<file path="src/rtl/uart_rx_to_64.sv">
// 8N1 UART receiver that packs eight consecutive good bytes into one 64-bit word.
// First byte lands in [7:0]; a bad stop bit or a long idle gap discards the partial word.
module uart_rx_to_64 #(
  parameter int CLK_F        = 50_000_000,
  parameter int UART_BPS     = 115200,
  parameter int CLK_GOAL     = CLK_F / UART_BPS,
  parameter int TIMEOUT_BITS = 20
) (
  input  logic        clk,
  input  logic        rst,
  input  logic        uart_rxd,
  output logic [63:0] data_64,
  output logic        data_valid,
  output logic        frame_err,
  output logic        busy
);

  localparam int CNT_W    = $clog2(CLK_GOAL + 1);
  localparam int IDLE_MAX = TIMEOUT_BITS * CLK_GOAL;
  localparam int IDLE_W   = $clog2(IDLE_MAX + 1);

  localparam logic [CNT_W-1:0]  CNT_HALF  = CNT_W'(CLK_GOAL / 2 - 1);
  localparam logic [CNT_W-1:0]  CNT_LAST  = CNT_W'(CLK_GOAL - 1);
  localparam logic [IDLE_W-1:0] IDLE_LAST = IDLE_W'(IDLE_MAX - 1);

  typedef enum logic [1:0] {S_IDLE, S_START, S_DATA, S_STOP} state_t;

  state_t             r_state;
  state_t             w_next;
  logic               r_rxd_s1;
  logic               r_rxd_s2;
  logic               r_rxd_d;
  logic [CNT_W-1:0]   r_cnt;
  logic [2:0]         r_bit_idx;
  logic [2:0]         r_byte_cnt;
  logic [IDLE_W-1:0]  r_idle_cnt;
  logic [7:0]         r_shift;
  logic [55:0]        r_lanes;
  logic [63:0]        r_data_64;
  logic               r_data_valid;
  logic               r_frame_err;

  logic               w_start_edge;
  logic               w_cnt_half;
  logic               w_cnt_last;
  logic               w_bit_tick;
  logic               w_stop_tick;
  logic               w_busy;

  // r_rxd_d is the previous synchronized sample, used only for falling-edge detection
  always_ff @(posedge clk) begin
    if (rst) begin
      r_rxd_s1 <= 1'b1;
      r_rxd_s2 <= 1'b1;
      r_rxd_d  <= 1'b1;
    end else begin
      r_rxd_s1 <= uart_rxd;
      r_rxd_s2 <= r_rxd_s1;
      r_rxd_d  <= r_rxd_s2;
    end
  end

  assign w_start_edge = (r_state == S_IDLE) && r_rxd_d && !r_rxd_s2;
  assign w_cnt_half   = (r_cnt == CNT_HALF);
  assign w_cnt_last   = (r_cnt == CNT_LAST);

  always_ff @(posedge clk) begin
    if (rst) r_state <= S_IDLE;
    else     r_state <= w_next;
  end

  always_comb begin
    w_next = r_state;
    case (r_state)
      S_IDLE:  if (w_start_edge) w_next = S_START;
      S_START: if (w_cnt_half) w_next = r_rxd_s2 ? S_IDLE : S_DATA;
      S_DATA:  if (w_cnt_last && (r_bit_idx == 3'd7)) w_next = S_STOP;
      S_STOP:  if (w_cnt_last) w_next = S_IDLE;
      default: w_next = S_IDLE;
    endcase
  end

  always_comb begin
    w_bit_tick  = (r_state == S_DATA) && w_cnt_last;
    w_stop_tick = (r_state == S_STOP) && w_cnt_last;
    w_busy      = (r_state != S_IDLE) || (r_byte_cnt != 3'd0);
  end

  // Bit timing, byte assembly and word packing
  always_ff @(posedge clk) begin
    if (rst) begin
      r_cnt        <= '0;
      r_bit_idx    <= 3'd0;
      r_byte_cnt   <= 3'd0;
      r_idle_cnt   <= '0;
      r_data_64    <= 64'd0;
      r_data_valid <= 1'b0;
      r_frame_err  <= 1'b0;
    end else begin
      r_data_valid <= 1'b0;
      r_frame_err  <= 1'b0;

      if ((r_state == S_IDLE) || (w_next != r_state) || w_cnt_last) r_cnt <= '0;
      else                                                          r_cnt <= r_cnt + 1'b1;

      if (r_state == S_START) r_bit_idx <= 3'd0;
      else if (w_bit_tick) begin
        r_shift   <= {r_rxd_s2, r_shift[7:1]};
        r_bit_idx <= r_bit_idx + 3'd1;
      end

      if (w_stop_tick) begin
        if (r_rxd_s2) begin
          r_byte_cnt <= r_byte_cnt + 3'd1;
          if (r_byte_cnt == 3'd7) begin
            r_data_64    <= {r_shift, r_lanes};
            r_data_valid <= 1'b1;
          end else begin
            r_lanes[{r_byte_cnt, 3'b000} +: 8] <= r_shift;
          end
        end else begin
          r_frame_err <= 1'b1;
          r_byte_cnt  <= 3'd0;
        end
      end

      // A partial word left idle too long is dropped without any pulse
      if ((r_state != S_IDLE) || (r_byte_cnt == 3'd0) || w_start_edge) begin
        r_idle_cnt <= '0;
      end else if (r_idle_cnt == IDLE_LAST) begin
        r_idle_cnt <= '0;
        r_byte_cnt <= 3'd0;
      end else begin
        r_idle_cnt <= r_idle_cnt + 1'b1;
      end
    end
  end

  assign data_64    = r_data_64;
  assign data_valid = r_data_valid;
  assign frame_err  = r_frame_err;
  assign busy       = w_busy;

endmodule

</file>
<file path="config.mk">
export PLATFORM = sky130hd
export DESIGN_NAME = uart_rx_to_64
export DESIGN_NICKNAME = d
export VERILOG_FILES = /design/src/rtl/uart_rx_to_64.sv
export SDC_FILE = /design/constraint.sdc
export NUM_CORES = 1
export LEC_CHECK = 0
export CAP_MARGIN = 10
export CORE_ASPECT_RATIO = 1.4
export CORE_MARGIN = 2
export CORE_UTILIZATION = 60
export CTS_BUF_LIST = sky130_fd_sc_hd__clkbuf_8
export DETAILED_ROUTE_END_ITERATION = 10
export GPL_TIMING_DRIVEN = 0
export PLACE_DENSITY_LB_ADDON = 0.08
export SKIP_CTS_REPAIR_TIMING = 1
export SLEW_MARGIN = 20
export SYNTH_ARGS = -nofsm -noshare
export SYNTH_HDL_FRONTEND = slang
export SYNTH_SLANG_ARGS = --single-unit
</file>
<file path="constraint.sdc">
create_clock -name clk -period 4.06 [get_ports clk]
set_input_delay 1.015 -clock clk [delete_from_list [all_inputs] [get_ports clk]]
set_output_delay 1.015 -clock clk [all_outputs]
set_load 0.01 [all_outputs]
</file>
* After elaboration in Yosys (flattened, before gate mapping)
Cells that the tools add are included.
** Word-level totals
- Register bits :: 164
- Bits of input ports :: 3
- Output and inout port bits :: 67
** Operators by class
- $add $sub $neg :: 5
- Eq/ne operators :: 9
- Shift operators :: 2
- Mux-type cells :: 13
- Bitwise gates (word level) :: 5
- Reductions and logical operators :: 23
** Operators with widths (number)
- 56-bit bitwise mux :: 1
- 8-bit by 8-bit variable shift with 56-bit output (first input constant) :: 1
- 8-bit by 8-bit indexed part select with 56-bit output :: 1
- 14-bit by 1-bit adder with 14-bit output (second input constant) :: 1
- 14-bit == test (second input constant) :: 1
- 3-bit 2-to-1 mux :: 4
- 2-bit 2-to-1 mux :: 5
- 9-bit by 1-bit adder with 9-bit output (second input constant) :: 1
- 9-bit by 8-bit == test with 1-bit output (second input constant) :: 1
- 9-bit == test (second input constant) :: 1
- 6-bit negator with 8-bit output :: 1
- 2-bit one-hot mux with 4 select lines :: 1
- 3-bit by 1-bit adder with 3-bit output (second input constant) :: 2
- 3-bit == test (second input constant) :: 2
- 3-bit AND reduction :: 2
- 2-bit OR reduction :: 3
- 3-bit OR reduction :: 2
- 1-bit logical AND :: 5
- 1-bit logical OR :: 5
- 1-bit inverter :: 5
- 2-bit == test (second input constant) :: 2
- 4-bit AND reduction :: 1
- 3-bit logical NOT :: 1
- 3-bit nonzero test :: 1
- 6 further kinds :: 7

* Logic depth before layout (Yosys ltp)
- Depth in word-level cells :: 9
- Depth in mapped cells :: 8
- Depth with buffers taken out :: 6

* Least setup slack after synthesis
No wires, ideal clock.
- Path type :: input to register
- From :: input port rst
- To :: register r_shift[0] (enable)
- Library setup time :: 395 ps
- Arrival time :: 2080 ps
- Path slack :: 1585 ps
- Stages :: 2
- Path buffers :: 1
- Cells stage by stage :: clkbuf_8 nor4_1
** Between the ends
- Longest elaborated chain between the ends :: 2
** RTL lines
- from (decl) :: RTL line 10 : input logic rst,
- 1-bit inverter (no source line)
- 3-bit AND reduction (no source line)
- to (signal assigned) :: RTL line 108 : r_shift <= {r_rxd_s2, r_shift[7:1]};
- to (decl) :: RTL line 37 : logic [7:0] r_shift;
Every way passes these cells.
A chain may end at the register's enable or synchronous reset.

* Worst setup path in the final report
- From :: register r_byte_cnt[0]
- To :: output port busy
** Between the ends
- Longest elaborated chain between the ends :: 2
** RTL lines
- from (decl) :: RTL line 35 : logic [2:0] r_byte_cnt;
- from (signal assigned) :: RTL line 114 : r_byte_cnt <= r_byte_cnt + 3'd1;
- 3-bit nonzero test :: RTL line 86 : w_busy = (r_state != S_IDLE) || (r_byte_cnt != 3'd0);
- 1-bit logical OR :: RTL line 86
- to (decl) :: RTL line 15 : output logic busy
Every way passes these cells.

==> impl_metrics.prom <==
# TYPE chip_impl_metric gauge
chip_impl_info{name="run_status",value="finished clean"} 1
chip_impl_metric{name="post_route_cells_drive_above_1_share",unit=""} 0.0779
chip_impl_metric{name="syn2layout_area_growth",unit="%"} 19.7
chip_impl_metric{name="post_drt_via_cell_ratio",unit=""} 5.30
chip_impl_metric{name="timing.critical_path.fanout_max",unit=""} 11
chip_impl_metric{name="arrival",unit="ns"} 2.27
chip_impl_metric{name="drtIter0Drc",unit=""} 264
chip_impl_metric{name="cap_violations",unit=""} 0
chip_impl_metric{name="maximum_vdd_drop",unit="V"} 0.000238
chip_impl_metric{name="final.setup.tns",unit="ns"} 0
chip_impl_metric{name="max_freq",unit="MHz"} 305
chip_impl_metric{name="route.vias.total",unit=""} 4134
chip_impl_metric{name="grt_first_pass_wirelength",unit="mm"} 19.4
chip_impl_metric{name="synth.distinct_cells",unit=""} 45
chip_impl_metric{name="worst-r2r-setup-slack",unit="ns"} 1.24
chip_impl_metric{name="wirelength",unit="mm"} 11.9
chip_impl_metric{name="synth_largest_type_area_fraction",unit=""} 0.313
chip_impl_metric{name="netlist_area",unit="sq um"} 6400
chip_impl_metric{name="grt_usage",unit=""} 0.216
chip_impl_metric{name="wl_met1",unit="mm"} 4.74
chip_impl_info{name="synth.area.top_cells",value="dfxtp_1 31%, edfxtp_1 30%, mux2i_1 10%"} 1
chip_impl_metric{name="routed_wire_length_per_instance",unit="um"} 15.2
chip_impl_info{name="topRoutingLayerUsed",value="met4"} 1
chip_impl_metric{name="cts-root-to-sink-buffers",unit=""} 2
chip_impl_metric{name="final-setup-viol-count",unit=""} 0
chip_impl_metric{name="final_critical_path_setup_slack",unit="ns"} 0.777
chip_impl_metric{name="grt_pass1_vias",unit=""} 4159
chip_impl_info{name="yosysTopAreaCell",value="dfxtp_1"} 1
chip_impl_metric{name="drt_drc_violations_left",unit=""} 0
chip_impl_metric{name="cts_inserted_buffers",unit=""} 17
chip_impl_metric{name="die-width",unit="um"} 91.3
chip_impl_metric{name="timing.slew.headroom",unit=""} 0.448
chip_impl_info{name="clockRootBuffer",value="clkbuf_8"} 1
chip_impl_info{name="most-common-layout-cells",value="100 x dfxtp_1, 96 x nor2_1, 69 x clkdlybuf4s50_1"} 1
chip_impl_metric{name="finalCriticalPeriod",unit="ns"} 3.28
chip_impl_metric{name="grt_start_max_net_pins",unit=""} 17
chip_impl_metric{name="pwr_density_cell",unit="nW/um^2"} 374
chip_impl_metric{name="postRouteAntennaNets",unit=""} 0
chip_impl_info{name="rsz_0062_raised_after_global_routing",value="no"} 1
chip_impl_metric{name="clock_skew",unit="ns"} 0.0159
chip_impl_metric{name="ys_ff_latch",unit=""} 164
chip_impl_metric{name="floorplan.initialDensity",unit=""} 0.615
chip_impl_metric{name="die-area",unit="sq um"} 11500
chip_impl_metric{name="timing_max_transition_violations_final",unit=""} 0
chip_impl_metric{name="hold_violations",unit=""} 0
chip_impl_metric{name="dr_wl_met2",unit="mm"} 6.40
chip_impl_metric{name="dp_worst_setup_slack",unit="ns"} 0.914
chip_impl_metric{name="met3_length",unit="um"} 494
chip_impl_metric{name="rows",unit=""} 44
chip_impl_metric{name="synthCells",unit=""} 541
chip_impl_metric{name="worstMarginPinSlew",unit="ns"} 0.821
chip_impl_metric{name="detailedPlacementHpwl",unit="mm"} 8.52
chip_impl_metric{name="cp.required",unit="ns"} 3.04
chip_impl_metric{name="cts.reportedPaths.clkPinSlew",unit="ns"} 0.08
chip_impl_metric{name="clock_insertion_delay_worst_skew",unit="ns"} 0.43
chip_impl_metric{name="synth_edf_count",unit=""} 64
chip_impl_metric{name="final_min_period_over_clock_period",unit=""} 0.809
chip_impl_info{name="worst-setup-path-type",value="flip-flop to primary output"} 1
chip_impl_metric{name="avgSynthCellArea",unit="sq um"} 11.8
chip_impl_info{name="hold_path_class",value="flip-flop to flip-flop"} 1
chip_impl_metric{name="firstDrtPassIters",unit=""} 5
chip_impl_metric{name="clock_sinks",unit=""} 164
chip_impl_metric{name="diodes_inserted",unit=""} 0
chip_impl_metric{name="layoutNonFillerInstCount",unit=""} 780
chip_impl_info{name="worstSetupStartpointType",value="flip-flop"} 1
chip_impl_info{name="layout.cells.most_common",value="dfxtp_1"} 1
chip_impl_metric{name="place_congestion",unit=""} 0.812
chip_impl_metric{name="overflow",unit=""} 0
chip_impl_metric{name="cellLeakagePower",unit="nW"} 2.77
chip_impl_info{name="timing.critical_path.to_type",value="primary output"} 1
chip_impl_metric{name="antenna_found_initial",unit=""} 0
chip_impl_metric{name="pin_count",unit=""} 70
chip_impl_metric{name="total_number_of_h_tree_levels",unit=""} 4
chip_impl_metric{name="postSynthNetCount",unit=""} 557
chip_impl_metric{name="synth_sequential_area_ratio",unit=""} 0.613
chip_impl_metric{name="power.total",unit="W"} 0.00286
chip_impl_metric{name="finish.net_count",unit=""} 645
chip_impl_metric{name="async_reset_ff_frac",unit=""} 0
chip_impl_metric{name="synth_warnings",unit=""} 0
chip_impl_info{name="cts_tree",value="yes"} 1
chip_impl_metric{name="core-area",unit="sq um"} 10400
chip_impl_metric{name="placed_cells",unit=""} 748
chip_impl_metric{name="chipHeight",unit="um"} 126
chip_impl_metric{name="worst_hold_slack",unit="ns"} 0.422
chip_impl_metric{name="buffers_added_on_ports",unit=""} 69
chip_impl_info{name="predominant_post_synthesis_flop_cell",value="dfxtp_1"} 1
## cell families (layout without fill, tap and decap cells)
kind of cell | after synthesis | after routing | synth area share
multiplexers | 65 | 65 | 0.102
buffers and inverters | 39 | 140 | 0.0325
flip-flops | 164 | 164 | 0.613
XOR/XNOR | 19 | 19 | 0.0260
adder cells (fa/ha/maj) | 13 | 13 | 0.0254
AO/OA/AOI/OAI | 20 | 20 | 0.0217
AND/OR/NAND/NOR | 221 | 221 | 0.180
## report_power, final
group          switching, W  internal (W)   total, W
clock              0.000583      0.000551    0.00113
sequential       0.00000167       0.00170    0.00170
combinational     0.0000197     0.0000100  0.0000297
## cell type report
type	count	area, sq um
Buffer	26	159
Clock buffer	17	234
Clock inverter	15	156
Fill cell	708	2750
Inverter	13	48.8
Multi-Input combinational cell	338	2270
Sequential cell	164	3920
Tap cell	138	173
Timing Repair Buffer	69	691
## critical path: stages, from the launching register on
cell	delay (ns)
dfxtp_1	0.56
inv_1	0.14
ha_1	0.22
ha_1	0.27
nand2_1	0.10
clkdlybuf4s50_1	0.53
## metal layers
metal	up-vias	global-route usage
met5	-	0
met4	0	0.0927
met3	25	0.0478
met2	94	0.389
met1	1973	0.244
li1	2042	-
## flip-flops by register name, indices dropped and copies added, names as in the netlist
| signal | cells |
|---|---|
| r_shift | 8 |
| r_idle_cnt | 14 |
| r_cnt | 9 |
| r_rxd_s2 | 1 |
| frame_err | 1 |
| data_64 | 64 |
| r_rxd_d | 1 |
| r_rxd_s1 | 1 |
| r_bit_idx | 3 |
| r_lanes | 56 |
| data_valid | 1 |
| r_byte_cnt | 3 |
| r_state | 2 |
## path summary, 6_finish.rpt
path                             from                    end  depth (start not counted)
max          r_byte_cnt[0]$_SDFF_PP0_                   busy                          5
max reg2reg  r_byte_cnt[0]$_SDFF_PP0_  r_lanes[39]$_DFFE_PP_                          6
min               r_rxd_s1$_SDFF_PP1_    r_rxd_s2$_SDFF_PP1_                          1
min reg2reg       r_rxd_s1$_SDFF_PP1_    r_rxd_s2$_SDFF_PP1_                          1
## stage by stage
step | util | area (sq um)
global placement | 0.698 | 7260
detailed placement | 0.699 | 7270
CTS | 0.736 | 7660
finish | 0.736 | 7660
global route | 0.736 | 7660
floorplan | - | 6400
## Yosys cell counts, types with 7 or more instances
library cell,n
dfxtp_1,100
nor2_1,96
mux2i_1,65
edfxtp_1,64
and2_1,43
and3_1,23
clkbuf_1,14
ha_1,13
inv_1,13
xor2_1,13
nand3_1,12
nand2_1,9
nand4_1,7
nor3_1,7
Power figures use the tool's default switching activity.
